**src/rtl/load_store_unit_pkg.sv**
```systemverilog
// Purpose: shared encodings and access helpers for the load/store unit and its writeback users.
// Latency: n/a (types, constants and pure functions only).
// Backpressure: n/a.
package load_store_unit_pkg;

    localparam int BE_W            = 4;
    localparam int TIMEOUT_DEFAULT = 255;

    // funct3 encodings; loads and stores share 000/001/010 for byte/half/word
    localparam logic [2:0] F3_B  = 3'b000;
    localparam logic [2:0] F3_H  = 3'b001;
    localparam logic [2:0] F3_W  = 3'b010;
    localparam logic [2:0] F3_BU = 3'b100;
    localparam logic [2:0] F3_HU = 3'b101;

    typedef enum logic [1:0] {
        ST_IDLE  = 2'd0,
        ST_REQ   = 2'd1,
        ST_DONE  = 2'd2,
        ST_FAULT = 2'd3
    } lsu_state_e;

    // Legal encoding for the direction and naturally aligned for its size.
    function automatic logic access_ok(input logic we, input logic [2:0] f3, input logic [1:0] lane);
        logic legal;
        logic aligned;
        if (we) begin
            legal = (f3 == F3_B) || (f3 == F3_H) || (f3 == F3_W);
        end else begin
            legal = (f3 == F3_B) || (f3 == F3_H) || (f3 == F3_W) ||
                    (f3 == F3_BU) || (f3 == F3_HU);
        end
        case (f3[1:0])
            2'b01:   aligned = ~lane[0];
            2'b10:   aligned = (lane == 2'b00);
            default: aligned = 1'b1;
        endcase
        return legal && aligned;
    endfunction

    function automatic logic [BE_W-1:0] byte_enables(input logic [2:0] f3, input logic [1:0] lane);
        logic [BE_W-1:0] be;
        case (f3[1:0])
            2'b00:   be = 4'b0001 << lane;
            2'b01:   be = lane[1] ? 4'b1100 : 4'b0011;
            default: be = 4'b1111;
        endcase
        return be;
    endfunction

    // Replicate the store operand across all lanes so the byte enables pick the target.
    function automatic logic [31:0] store_lanes(input logic [2:0] f3, input logic [31:0] wd);
        logic [31:0] lanes;
        case (f3[1:0])
            2'b00:   lanes = {4{wd[7:0]}};
            2'b01:   lanes = {2{wd[15:0]}};
            default: lanes = wd;
        endcase
        return lanes;
    endfunction

endpackage

```
**src/rtl/load_store_unit_load_extend.sv**
```systemverilog
// Purpose: select the addressed lane of a read word and sign/zero-extend it per funct3.
// Latency: combinational.
// Backpressure: none.
// Ports: mem_rdata_i read word, lane_i addr[1:0], funct3_i access type, result_o extended value.
module load_extend
    import load_store_unit_pkg::*;
#(
    parameter int WIDTH = 32
) (
    input  logic [WIDTH-1:0] mem_rdata_i,
    input  logic [1:0]       lane_i,
    input  logic [2:0]       funct3_i,
    output logic [WIDTH-1:0] result_o
);

    logic [WIDTH-1:0] shifted;

    always_comb begin
        // Bring the addressed lane down to bit 0 before extending
        shifted = mem_rdata_i >> {lane_i, 3'b000};
        case (funct3_i)
            F3_B:    result_o = {{(WIDTH-8){shifted[7]}}, shifted[7:0]};
            F3_BU:   result_o = {{(WIDTH-8){1'b0}}, shifted[7:0]};
            F3_H:    result_o = {{(WIDTH-16){shifted[15]}}, shifted[15:0]};
            F3_HU:   result_o = {{(WIDTH-16){1'b0}}, shifted[15:0]};
            default: result_o = mem_rdata_i;
        endcase
    end

endmodule

```
**src/rtl/load_store_unit.sv**
```systemverilog
// Purpose: data-memory access stage: classifies, issues req/ack access, returns extended load data.
// Latency: start->done = ack cycle + 1 (min 2); classification faults done in cycle 1; timeout after TIMEOUT req cycles.
// Backpressure: start ignored while busy; mem_req held until mem_ack or timeout.
// Ports: start/we/funct3/addr/wdata from control+ALU; busy/done/fault/rdata to pipeline;
//        mem_req/mem_we/mem_addr/mem_wdata/mem_be/mem_ack/mem_rdata to data memory.
module load_store_unit
    import load_store_unit_pkg::*;
#(
    parameter int WIDTH   = 32,
    parameter int TIMEOUT = TIMEOUT_DEFAULT
) (
    input  logic             clk,
    input  logic             rst_n,
    input  logic             start,
    input  logic             we,
    input  logic [2:0]       funct3,
    input  logic [WIDTH-1:0] addr,
    input  logic [WIDTH-1:0] wdata,
    output logic             busy,
    output logic             done,
    output logic             fault,
    output logic [WIDTH-1:0] rdata,
    output logic             mem_req,
    output logic             mem_we,
    output logic [WIDTH-1:0] mem_addr,
    output logic [WIDTH-1:0] mem_wdata,
    output logic [BE_W-1:0]  mem_be,
    input  logic             mem_ack,
    input  logic [WIDTH-1:0] mem_rdata
);

    localparam int              CNT_W   = $clog2(TIMEOUT + 1);
    localparam logic [CNT_W-1:0] TO_LAST = CNT_W'(TIMEOUT - 1);

    lsu_state_e       state_q;
    logic [CNT_W-1:0] cnt_q;
    logic [2:0]       f3_q;
    logic [1:0]       lane_q;
    logic [WIDTH-1:0] load_val;

    load_extend #(.WIDTH(WIDTH)) u_load_extend (
        .mem_rdata_i (mem_rdata),
        .lane_i      (lane_q),
        .funct3_i    (f3_q),
        .result_o    (load_val)
    );

    always_ff @(posedge clk or negedge rst_n) begin
        if (!rst_n) begin
            state_q   <= ST_IDLE;
            cnt_q     <= '0;
            f3_q      <= '0;
            lane_q    <= '0;
            busy      <= 1'b0;
            done      <= 1'b0;
            fault     <= 1'b0;
            rdata     <= '0;
            mem_req   <= 1'b0;
            mem_we    <= 1'b0;
            mem_addr  <= '0;
            mem_wdata <= '0;
            mem_be    <= '0;
        end else begin
            case (state_q)
                ST_IDLE: begin
                    if (start) begin
                        f3_q   <= funct3;
                        lane_q <= addr[1:0];
                        cnt_q  <= '0;
                        busy   <= 1'b1;
                        if (access_ok(we, funct3, addr[1:0])) begin
                            state_q   <= ST_REQ;
                            mem_req   <= 1'b1;
                            mem_we    <= we;
                            mem_addr  <= {addr[WIDTH-1:2], 2'b00};
                            mem_wdata <= store_lanes(funct3, wdata);
                            mem_be    <= byte_enables(funct3, addr[1:0]);
                        end else begin
                            // Rejected before memory is ever requested
                            state_q <= ST_FAULT;
                            done    <= 1'b1;
                            fault   <= 1'b1;
                        end
                    end
                end
                ST_REQ: begin
                    // Ack is checked first so an ack in the last allowed cycle still completes
                    if (mem_ack) begin
                        state_q <= ST_DONE;
                        mem_req <= 1'b0;
                        done    <= 1'b1;
                        if (!mem_we) begin
                            rdata <= load_val;
                        end
                    end else if (cnt_q == TO_LAST) begin
                        state_q <= ST_FAULT;
                        mem_req <= 1'b0;
                        done    <= 1'b1;
                        fault   <= 1'b1;
                    end else begin
                        cnt_q <= cnt_q + 1'b1;
                    end
                end
                ST_DONE, ST_FAULT: begin
                    state_q <= ST_IDLE;
                    busy    <= 1'b0;
                    done    <= 1'b0;
                    fault   <= 1'b0;
                end
                default: begin
                    state_q <= ST_IDLE;
                end
            endcase
        end
    end

endmodule

```
**config.mk**
```make
export PLATFORM = sky130hd
export DESIGN_NAME = load_store_unit
export DESIGN_NICKNAME = d
export VERILOG_FILES = /design/src/rtl/load_store_unit_pkg.sv /design/src/rtl/load_store_unit_load_extend.sv /design/src/rtl/load_store_unit.sv
export SDC_FILE = /design/constraint.sdc
export NUM_CORES = 1
export LEC_CHECK = 0
export CAP_MARGIN = 20
export CORE_MARGIN = 1.5
export CORE_UTILIZATION = 40
export CTS_CLUSTER_SIZE = 24
export DETAILED_ROUTE_END_ITERATION = 16
export PLACE_DENSITY = 0.7
export RECOVER_POWER = 50
export SYNTH_ARGS = -nofsm -noshare
export SYNTH_HDL_FRONTEND = slang
export SYNTH_SLANG_ARGS = --single-unit
```
**constraint.sdc**
```tcl
create_clock -name clk -period 1.9 [get_ports clk]
set_input_delay 0.38 -clock clk [delete_from_list [all_inputs] [get_ports clk]]
set_output_delay 0.38 -clock clk [all_outputs]
set_load 0.03 [all_outputs]
```
Yosys cells after proc, flatten, opt, wreduce, memory -nomap -nowiden. Cells that the tools add are included. W data, S select, Z words.

Equality and inequality tests: 20. Shift-type cells: 2. Reductions and logical operators: 22. Multiplexer cells: 33. Bitwise gates (word level): 2. Add/subtract/negate cells: 1.

Operators by type and width (number): $pmux W32 S4 (1); $pmux W32 S2 (1); $shr A32 B5 Y16 (1); $mux W8 (3); $pmux W8 S2 (1); $mux W1 (15); $eq A3 B3 Y1 const B (4); $ne A2 B2 Y1 const B (6); $reduce_and A4 Y1 (3); $reduce_and A3 Y1 (3); $add A8 B1 Y8 const B (1); $eq A8 B8 Y1 const B (1); $mux W2 (4); $pmux W4 S2 (1); $eq A2 B2 Y1 const B (3); $eq A3 B1 Y1 const B (2); $logic_not A2 Y1 (3); $logic_not A3 Y1 (2); $pmux W1 S2 (3); $pmux W1 S3 (2); $pmux W2 S3 (1); $reduce_and A2 Y1 (3); $eq A2 B1 Y1 const B (2); $logic_or A1 B1 Y1 (4); 8 further kinds (10).

Output and inout bits: 105. Bits in registers: 118. Input bits: 104.

Logic depth before layout (Yosys ltp). Gate-level depths: netlist of run 1.

Depth in word-level cells: 12. Mapped depth: 9.

Modules after synthesis. A second synthesis of run 1 with hierarchy kept.

Cells, all modules: 482. Area total of the unflattened synthesis: 5769.3 um^2.

Modules (own cells, without submodules): load_store_unit (times used 1, cells each 371, area an instance 5053.6 um^2); load_extend (times used 1, cells each 111, area an instance 715.7 um^2).

Worst setup path after synthesis of run 1. Ideal clock, no wire load.

Path type: input -> register. Start point: input port funct3[1]. End point: register mem_addr[10]. Slack: -233 ps. Arrival: 2008 ps. Library setup time: 125 ps. Buffers on the path: 3. Stages: 9. Cell sequence: clkinv_1 -> ha_1 -> buf_2 -> nor2_2 -> o22ai_1 -> nand3_2 -> buf_6 -> buf_6 -> mux2_4.

Longest elaborated chain between the ends: 10.

Ends and longest elaborated chain: start: declaration (RTL line load_store_unit.sv:16) `input logic [2:0] funct3,`; $eq A3 B1 Y1 or $logic_not A3 Y1 (tied branches) (RTL line load_store_unit_pkg.sv:28, load_store_unit_pkg.sv:30); $logic_or A1 B1 Y1 (2 in a row) (RTL line load_store_unit_pkg.sv:28, load_store_unit_pkg.sv:30); $logic_or A1 B1 Y1 (RTL line load_store_unit_pkg.sv:30) `legal = (f3 == F3_B) || (f3 == F3_H) || (f3 == F3_W) ||`; $logic_or A1 B1 Y1 (RTL line load_store_unit_pkg.sv:31) `(f3 == F3_BU) || (f3 == F3_HU);`; $mux W1 (RTL line load_store_unit_pkg.sv:27) `if (we) begin`; $mux W1 (RTL line load_store_unit.sv:66) `if (start) begin`; $mux W1 (RTL line load_store_unit.sv:64) `case (state_q)`; $logic_and A1 B1 Y1 (*) (RTL line load_store_unit_pkg.sv:38) `return legal && aligned;`; $reduce_and A3 Y1 (no source line) (*); end signal: assignment (RTL line load_store_unit.sv:75) `mem_addr <= {addr[WIDTH-1:2], 2'b00};`; end: declaration (RTL line load_store_unit.sv:25) `output logic [WIDTH-1:0] mem_addr,`.

Mark *: on every way between the ends. The rest lies on a longest branch, timed or not. The select of a mux whose other input is x is not followed. A chain may end at the register's enable or synchronous reset.

Final worst setup path of run 1.
Start point: register rdata[7]. End point: output port rdata[7].

RTL lines: start: declaration (RTL line load_store_unit.sv:22) `output logic [WIDTH-1:0] rdata,`; start signal: assignment (RTL line load_store_unit.sv:93) `rdata <= load_val;`.

No word-level cell between the ends.

==> run metrics, run 1 <==
status completed; Fin. Hold Viols 0; synthesized cell area between 5000 and 6000 sq um; TritonCTS clock tree built; Pleak 3.94 nW; placed inst area 8360 sq um; Critical Path RT 1520 ps; CP Capture Type output pin; Finished Layout Cells 961; Worst Max-Slew Pin Slew between 600 and 700 ps; sequential share of the synthesized area 0.509; area of the multi-input gates 2710 sq um; core area 14000 sq um; Post-Place Setup Slack -594 ps; first-pass detailed-route iteration total 4; total CTS buffers 17; die area 15200 sq um; FF+latch count, synth ~120; residual DRC count 0; vias in the first global route 5227; Die Wd 123 microns; P&R area growth vs syn 56.0%; RSZ-0062 raised after global routing false; final WL between 15000 and 20000 microns; DR iter-0 viols 463; Tot Pwr roughly 0.016 W; die height roughly 120 microns; layout cells sized above 1 0.213; Worst Hold Class input port to flop; vias per inst about 5.4; max_cap viols 0; root buffer selected by CTS clkbuf_16; Starting Density 0.414; Startpoint Class flop; gpl congestion ~0.9; reg2reg setup slack 120 ps; CTS sink count 118; first-pass GRT wire length 26600 microns; Peak Freq 0.540 GHz; final setup fails 0; top cells by area, synth dfrtp_1 (51%), mux2_4 (7.5%), mux2_2 (7.4%); Design Area, Final ~9000 sq um; Skew-Pair Late Insertion Delay approximately 410 ps; Pwr Density 1770 nW/um^2; CP Cell Sequence clkdlybuf4s50_1; htree depth 4; number of buffers and inverters on the critical path 1; Rows 43; number of fill cells between 1000 and 1500; Layout Nets between 800 and 900; delay-heaviest family, CP buffers and inverters; Max FO, Critical Path 2; IO Pins between 200 and 250; post-synth top area share 0.509; final worst slack roughly 48 ps; fin util 0.647; area leader, netlist dfrtp_1; GRT overflow 0; period utilization 0.975; number of port buffers ~210; min Tclk post-route 1850 ps; Syn Area/Cell 11.0 sq um; slowest CP cell clkdlybuf4s50_1; Peak VDD IR 841 uV; Mapped Cells 527; Synth cell types 54; DR vias slightly above 5000; Slew headroom 0.562; Synth Flop Type dfrtp_1; Routed Antenna Nets 0; worst-case clock buffer depth 2; initial antenna violation count 1; Clock transition at path regs approximately 50 ps; HPWL after DPL 12400 microns; placed cell count 922; Max Clock Skew 4.33 ps; WP data arrival 1470 ps; gr usage total 0.228; largest net degree at the start of global routing 38; Final Max Tran Viols 0; Crit Path Class flop to output pin; wire per inst 18.0 microns; FF+latch area 2950 sq um; YS warnings 0; Crit path largest cell delay 720 ps; ys async rst share 1.00; EDFF count, synth 0
-- metrics by stage --
step / hold slack (ps) / setup TNS (ps)
final: 401 / 0
after global routing: 414 / 0
after CTS: 434 / 0
after detailed placement: 334 / -48910
after global placement: 323 / -41180
after floorplan: 84.4 / 0
-- sequential cells by signal, indices dropped and copies added, names as in the netlist --
name,flops
fault,1
lane_q,2
done,1
rdata,32
mem_we,1
mem_addr,30
busy,1
state_q,2
mem_req,1
f3_q,3
cnt_q,8
mem_be,4
mem_wdata,32
-- cell families after synthesis --
family | Yosys count | synth area share
muxes | 78 | 0.168
DFF | 118 | 0.509
buffers and inverters | 47 | 0.0395
and+or+nand+nor | 141 | 0.122
AOI/OAI and AO/OA | 137 | 0.150
adders and majority gates | 5 | 0.0108
other | 1 | 0.000647
-- Yosys cell counts (all sizes together), types with 2 or more instances --
library cell / n
buf: 20
inv: 5
nand3: 4
nand4: 3
mux2: 67
a22o: 8
or3: 2
nand2: 63
nor4: 4
nor2: 27
o2bb2ai: 7
nor2b: 5
nand3b: 10
mux2i: 11
dfrtp: 118
a2bb2oi: 7
nor3: 4
o22ai: 26
nor3b: 2
a21oi: 31
nand2b: 6
o31ai: 4
a22oi: 8
clkbuf: 21
ha: 5
and3: 3
o21ai: 35
o21bai: 2
or4: 3
-- placed cells by master, fill, tap and decap left out, types with 3 or more instances in the layout --
cell type,Yosys,layout
nand2b_1,6,6
nand3b_1,10,10
clkdlybuf4s50_1,0,195
and3_1,3,3
nand4_1,3,3
clkbuf_1,20,11
clkbuf_16,0,17
mux2i_1,11,11
dfrtp_1,118,118
nor2_1,26,26
a22o_1,8,8
clkinvlp_4,0,6
a21oi_1,31,31
inv_1,5,4
a2bb2oi_1,7,7
bufinv_16,0,3
o21ai_0,35,35
mux2_4,29,29
o2bb2ai_1,7,7
buf_4,2,36
nand2_1,63,63
mux2_2,38,38
o31ai_1,4,4
nor3_1,4,3
a22oi_1,8,8
buf_12,0,5
o22ai_1,26,25
nor2b_1,5,5
clkbuf_4,0,3
or4_1,3,3
clkbuf_2,1,6
nor4_1,3,3
-- final timing paths --
| kind | endpoint | depth (start not counted) | from |
|---|---|---|---|
| worst max register to register | rdata[16]$_DFFE_PN0P_ | 4 | state_q[1]$_DFFE_PN0P_ |
| min in group asynchronous | mem_addr[19]$_DFFE_PN0P_ | 2 | rst_n |
| worst min-delay path | f3_q[1]$_DFFE_PN0P_ | 4 | funct3[1] |
| max in group asynchronous | mem_wdata[23]$_DFFE_PN0P_ | 3 | rst_n |
| worst max-delay path | rdata[7] | 1 | rdata[7]$_DFFE_PN0P_ |
| worst min register to register | rdata[3]$_DFFE_PN0P_ | 2 | rdata[3]$_DFFE_PN0P_ |
-- layout make-up --
type	instances	share of cell area
Sequential cell	118	0.326
Clock inverter	11	0.0165
Clock buffer	21	0.0509
Timing Repair Buffer	261	0.278
Inverter	6	0.00304
Multi-Input combinational cell	363	0.300
Antenna cell	1	0.000277
Tap cell	180	0.0249
-- per-layer routing --
layer / GRT usage / up-vias / part of all wire
met5: 0 / - / 0
met1: 0.274 / 2491 / 0.41
met3: 0.0766 / 38 / 0.093
met4: 0.0927 / 0 / 0.024
li1: - / 2391 / -
met2: 0.377 / 233 / 0.48
-- repair_timing --
action / 4_1_cts / 5_1_grt
cloned: 2 / 0
gates resized for setup: 12 / 8
hold buffers: 1 / 0
hold endpoints to repair: 22 / 0
setup buffers: 1 / 2
setup endpoints to repair: 83 / 45
pin swaps: 1 / 2
-- where the power goes --
group | leakage, nW | internal, W | switching [W] | total (W)
clock network | 0.278 | 0.00213 | 0.00116 | 0.00329
registers | 1.43 | 0.00372 | 0.000845 | 0.00457
logic | 2.24 | 0.00375 | 0.00440 | 0.00815
No activity file was read; power rests on OpenSTA's default activity.
==> run 2: changes to the inputs <==
--- a/config.mk
+++ b/config.mk
@@ -6,7 +6,6 @@
 export NUM_CORES = 1
 export LEC_CHECK = 0
 export CAP_MARGIN = 20
-export CORE_MARGIN = 1.5
 export CORE_UTILIZATION = 40
 export CTS_CLUSTER_SIZE = 24
 export DETAILED_ROUTE_END_ITERATION = 16
==> run metrics, run 2 (same netlist as run 1, synthesis figures left out) <==
Design Area, Final 9130 sq um (+0.95%); die area 15000 sq um (-1.6%); number of port buffers 206 (unchanged); reg2reg setup slack 150 ps (+30 ps); Starting Density 0.414 (unchanged); number of buffers and inverters on the critical path 1 (unchanged); most frequent cells in the layout clkdlybuf4s50_1 (195), dfrtp_1 (118), nand2_1 (63); worst-case clock buffer depth 2 (unchanged); fin util 0.653 (+0.00617); core area 14000 sq um (unchanged); Peak VDD IR 1030 uV (+22%); Worst R2R Path Depth 4 (unchanged); Critical Path Start mem_addr[29]$_DFFE_PN0P_; final WL 17600 microns (+1.6%); WP data arrival 1490 ps (+20 ps); Peak Freq 0.536 GHz (-0.78%); worst hold margin 393 ps (-8.86 ps); vias in the first global route 5393 (+3.2%); first-pass GRT wire length 27600 microns (+3.5%); IO Pins 209 (unchanged); Max Clock Skew 7.11 ps (+2.78 ps); gpl congestion 0.877 (-3.2%); P&R area growth vs syn 57.5%; Clock transition at path regs 60 ps (about the same); RSZ-0062 raised after global routing true; Slew headroom 0.523 (-0.0390); Startpoint Class flop; TritonCTS clock tree built; Die Wd 122 microns (-0.81%); Worst Hold Class input port to flop; total CTS buffers 17 (unchanged); final worst slack 33.6 ps (-14.5 ps); delay-heaviest family, CP buffers and inverters; Top Registers mem_wdata (32), rdata (32), mem_addr (30); DR vias 5215 (+1.2%); initial antenna violation count 1 (unchanged); Worst R2R Start state_q[1]$_DFFE_PN0P_; Critical Path RT 1520 ps (about the same); Layout Nets 879 (+0.34%); Crit Path Class flop to output pin; vias per inst 5.41 (+0.89%); root buffer selected by CTS clkbuf_16; CP Capture Type output pin; period utilization 0.982 (+0.00765); Crit path largest cell delay 690 ps (-30 ps); Skew-Pair Late Insertion Delay 420 ps (about the same); CTS sink count 118 (unchanged); Routed Antenna Nets 0 (unchanged); Worst Hold Launch addr[0]; Rows 43 (unchanged); final setup fails 0 (unchanged); largest net degree at the start of global routing 36 (-5.3%); Min-Delay Endpoint lane_q[0]$_DFFE_PN0P_; r2r endpoint mem_wdata[16]$_DFFE_PN0P_; status completed; gr usage total 0.241 (+0.0130); Post-Place Setup Slack -606 ps (-11.7 ps); HPWL after DPL 12600 microns (+2.1%); Worst Max-Slew Pin Slew 716 ps (+60.9 ps); die height 122 microns (-0.81%); layout cells sized above 1 0.221 (+0.00812); commonest non-fill, non-tap cell in the layout clkdlybuf4s50_1; htree depth 4 (unchanged); Pleak 4.02 nW (+1.8%); first-pass detailed-route iteration total 4 (unchanged); Final Max Tran Viols 0 (unchanged); placed inst area 8390 sq um (+0.30%); min Tclk post-route 1870 ps (+14.5 ps); residual DRC count 0 (unchanged); cell depth of the worst hold path 4 (unchanged); GRT overflow 0 (unchanged); wire per inst 18.3 microns (+1.3%); DR iter-0 viols 283 (-39%); max_cap viols 0 (unchanged); Fin. Hold Viols 0 (unchanged); slowest CP cell clkdlybuf4s50_1; setup TNS 0 ps (unchanged); Max FO, Critical Path 2 (unchanged); CP Cell Sequence clkdlybuf4s50_1; Pwr Density 1750 nW/um^2 (-1.0%)
==> run 2: cell types whose count changed in the layout (fill, tap and decap cells not counted), sizes merged <==
cell,before,now
bufinv,3,2
clkinv,2,7
clkinvlp,6,1
buf,42,48
bufbuf,2,3
inv,6,11
dlymetal6s2s,0,1
clkbuf,39,30
==> run 2: worst max-delay path by stage <==
stage | end | slack [ps] | cells after the start
after global placement | rdata[17]$_DFFE_PN0P_ | -570 | 5
final | mem_addr[29] | 30 | 1
after detailed placement | rdata[17]$_DFFE_PN0P_ | -610 | 5
after CTS | mem_wdata[16]$_DFFE_PN0P_ | 10 | 6
after global routing | mem_wdata[16]$_DFFE_PN0P_ | -7 | 9
after floorplan | mem_addr[10]$_DFFE_PN0P_ | 2 | 8
==> run 2: what timing repair did <==
action	4_1_cts	5_1_grt
setup endpoints to repair	83	43
buffers inserted	2	3
hold buffers	1	0
pin swaps	2	3
hold endpoints to repair	25	0
gates cloned	3	0
resized for setup	17	7
==> run 2: final cells by class <==
| class | count | area (sq um) |
|---|---|---|
| Tap cell | 180 | 225 |
| Clock inverter | 15 | 170 |
| Multi-Input combinational cell | 363 | 2720 |
| Timing Repair Buffer | 264 | 2600 |
| Fill cell | 1095 | 4860 |
| Clock buffer | 17 | 425 |
| Sequential cell | 118 | 2950 |
| Antenna cell | 1 | 2.50 |
| Inverter | 6 | 27.5 |
==> run 2: where the power goes <==
part / total, W / leakage [nW] / internal (W) / switching (W)
Sequential: 0.00454 / 1.43 / 0.00372 / 0.000815
Clock: 0.00323 / 0.292 / 0.00196 / 0.00127
Combinational: 0.00823 / 2.30 / 0.00379 / 0.00444
==> run 2: through the flow <==
step	instances	power, W
after floorplan	528	0.00918
after global placement	922	0.0125
after detailed placement	922	0.0127
after CTS	960	0.0161
after global routing	964	0.0168
final	964	0.0160
==> run 2: layer usage <==
metal / global-route usage / wire length, microns / up-vias
met1: 0.287 / 7120 / 2545
met5: 0 / 0 / -
met3: 0.0915 / 1740 / 30
met4: 0.0907 / 328 / 0
li1: - / - / 2395
met2: 0.395 / 8430 / 245
==> run 3: changes to the inputs <==
--- a/config.mk
+++ b/config.mk
@@ -5,7 +5,6 @@
 export SDC_FILE = /design/constraint.sdc
 export NUM_CORES = 1
 export LEC_CHECK = 0
-export CAP_MARGIN = 20
 export CORE_UTILIZATION = 40
 export CTS_CLUSTER_SIZE = 24
 export DETAILED_ROUTE_END_ITERATION = 16
@@ -14,3 +13,4 @@
 export SYNTH_ARGS = -nofsm -noshare
 export SYNTH_HDL_FRONTEND = slang
 export SYNTH_SLANG_ARGS = --single-unit
+export TNS_END_PERCENT = 50
==> results of run 3 <==
The final DEF is identical to that of run 2; final timing and power are the same.
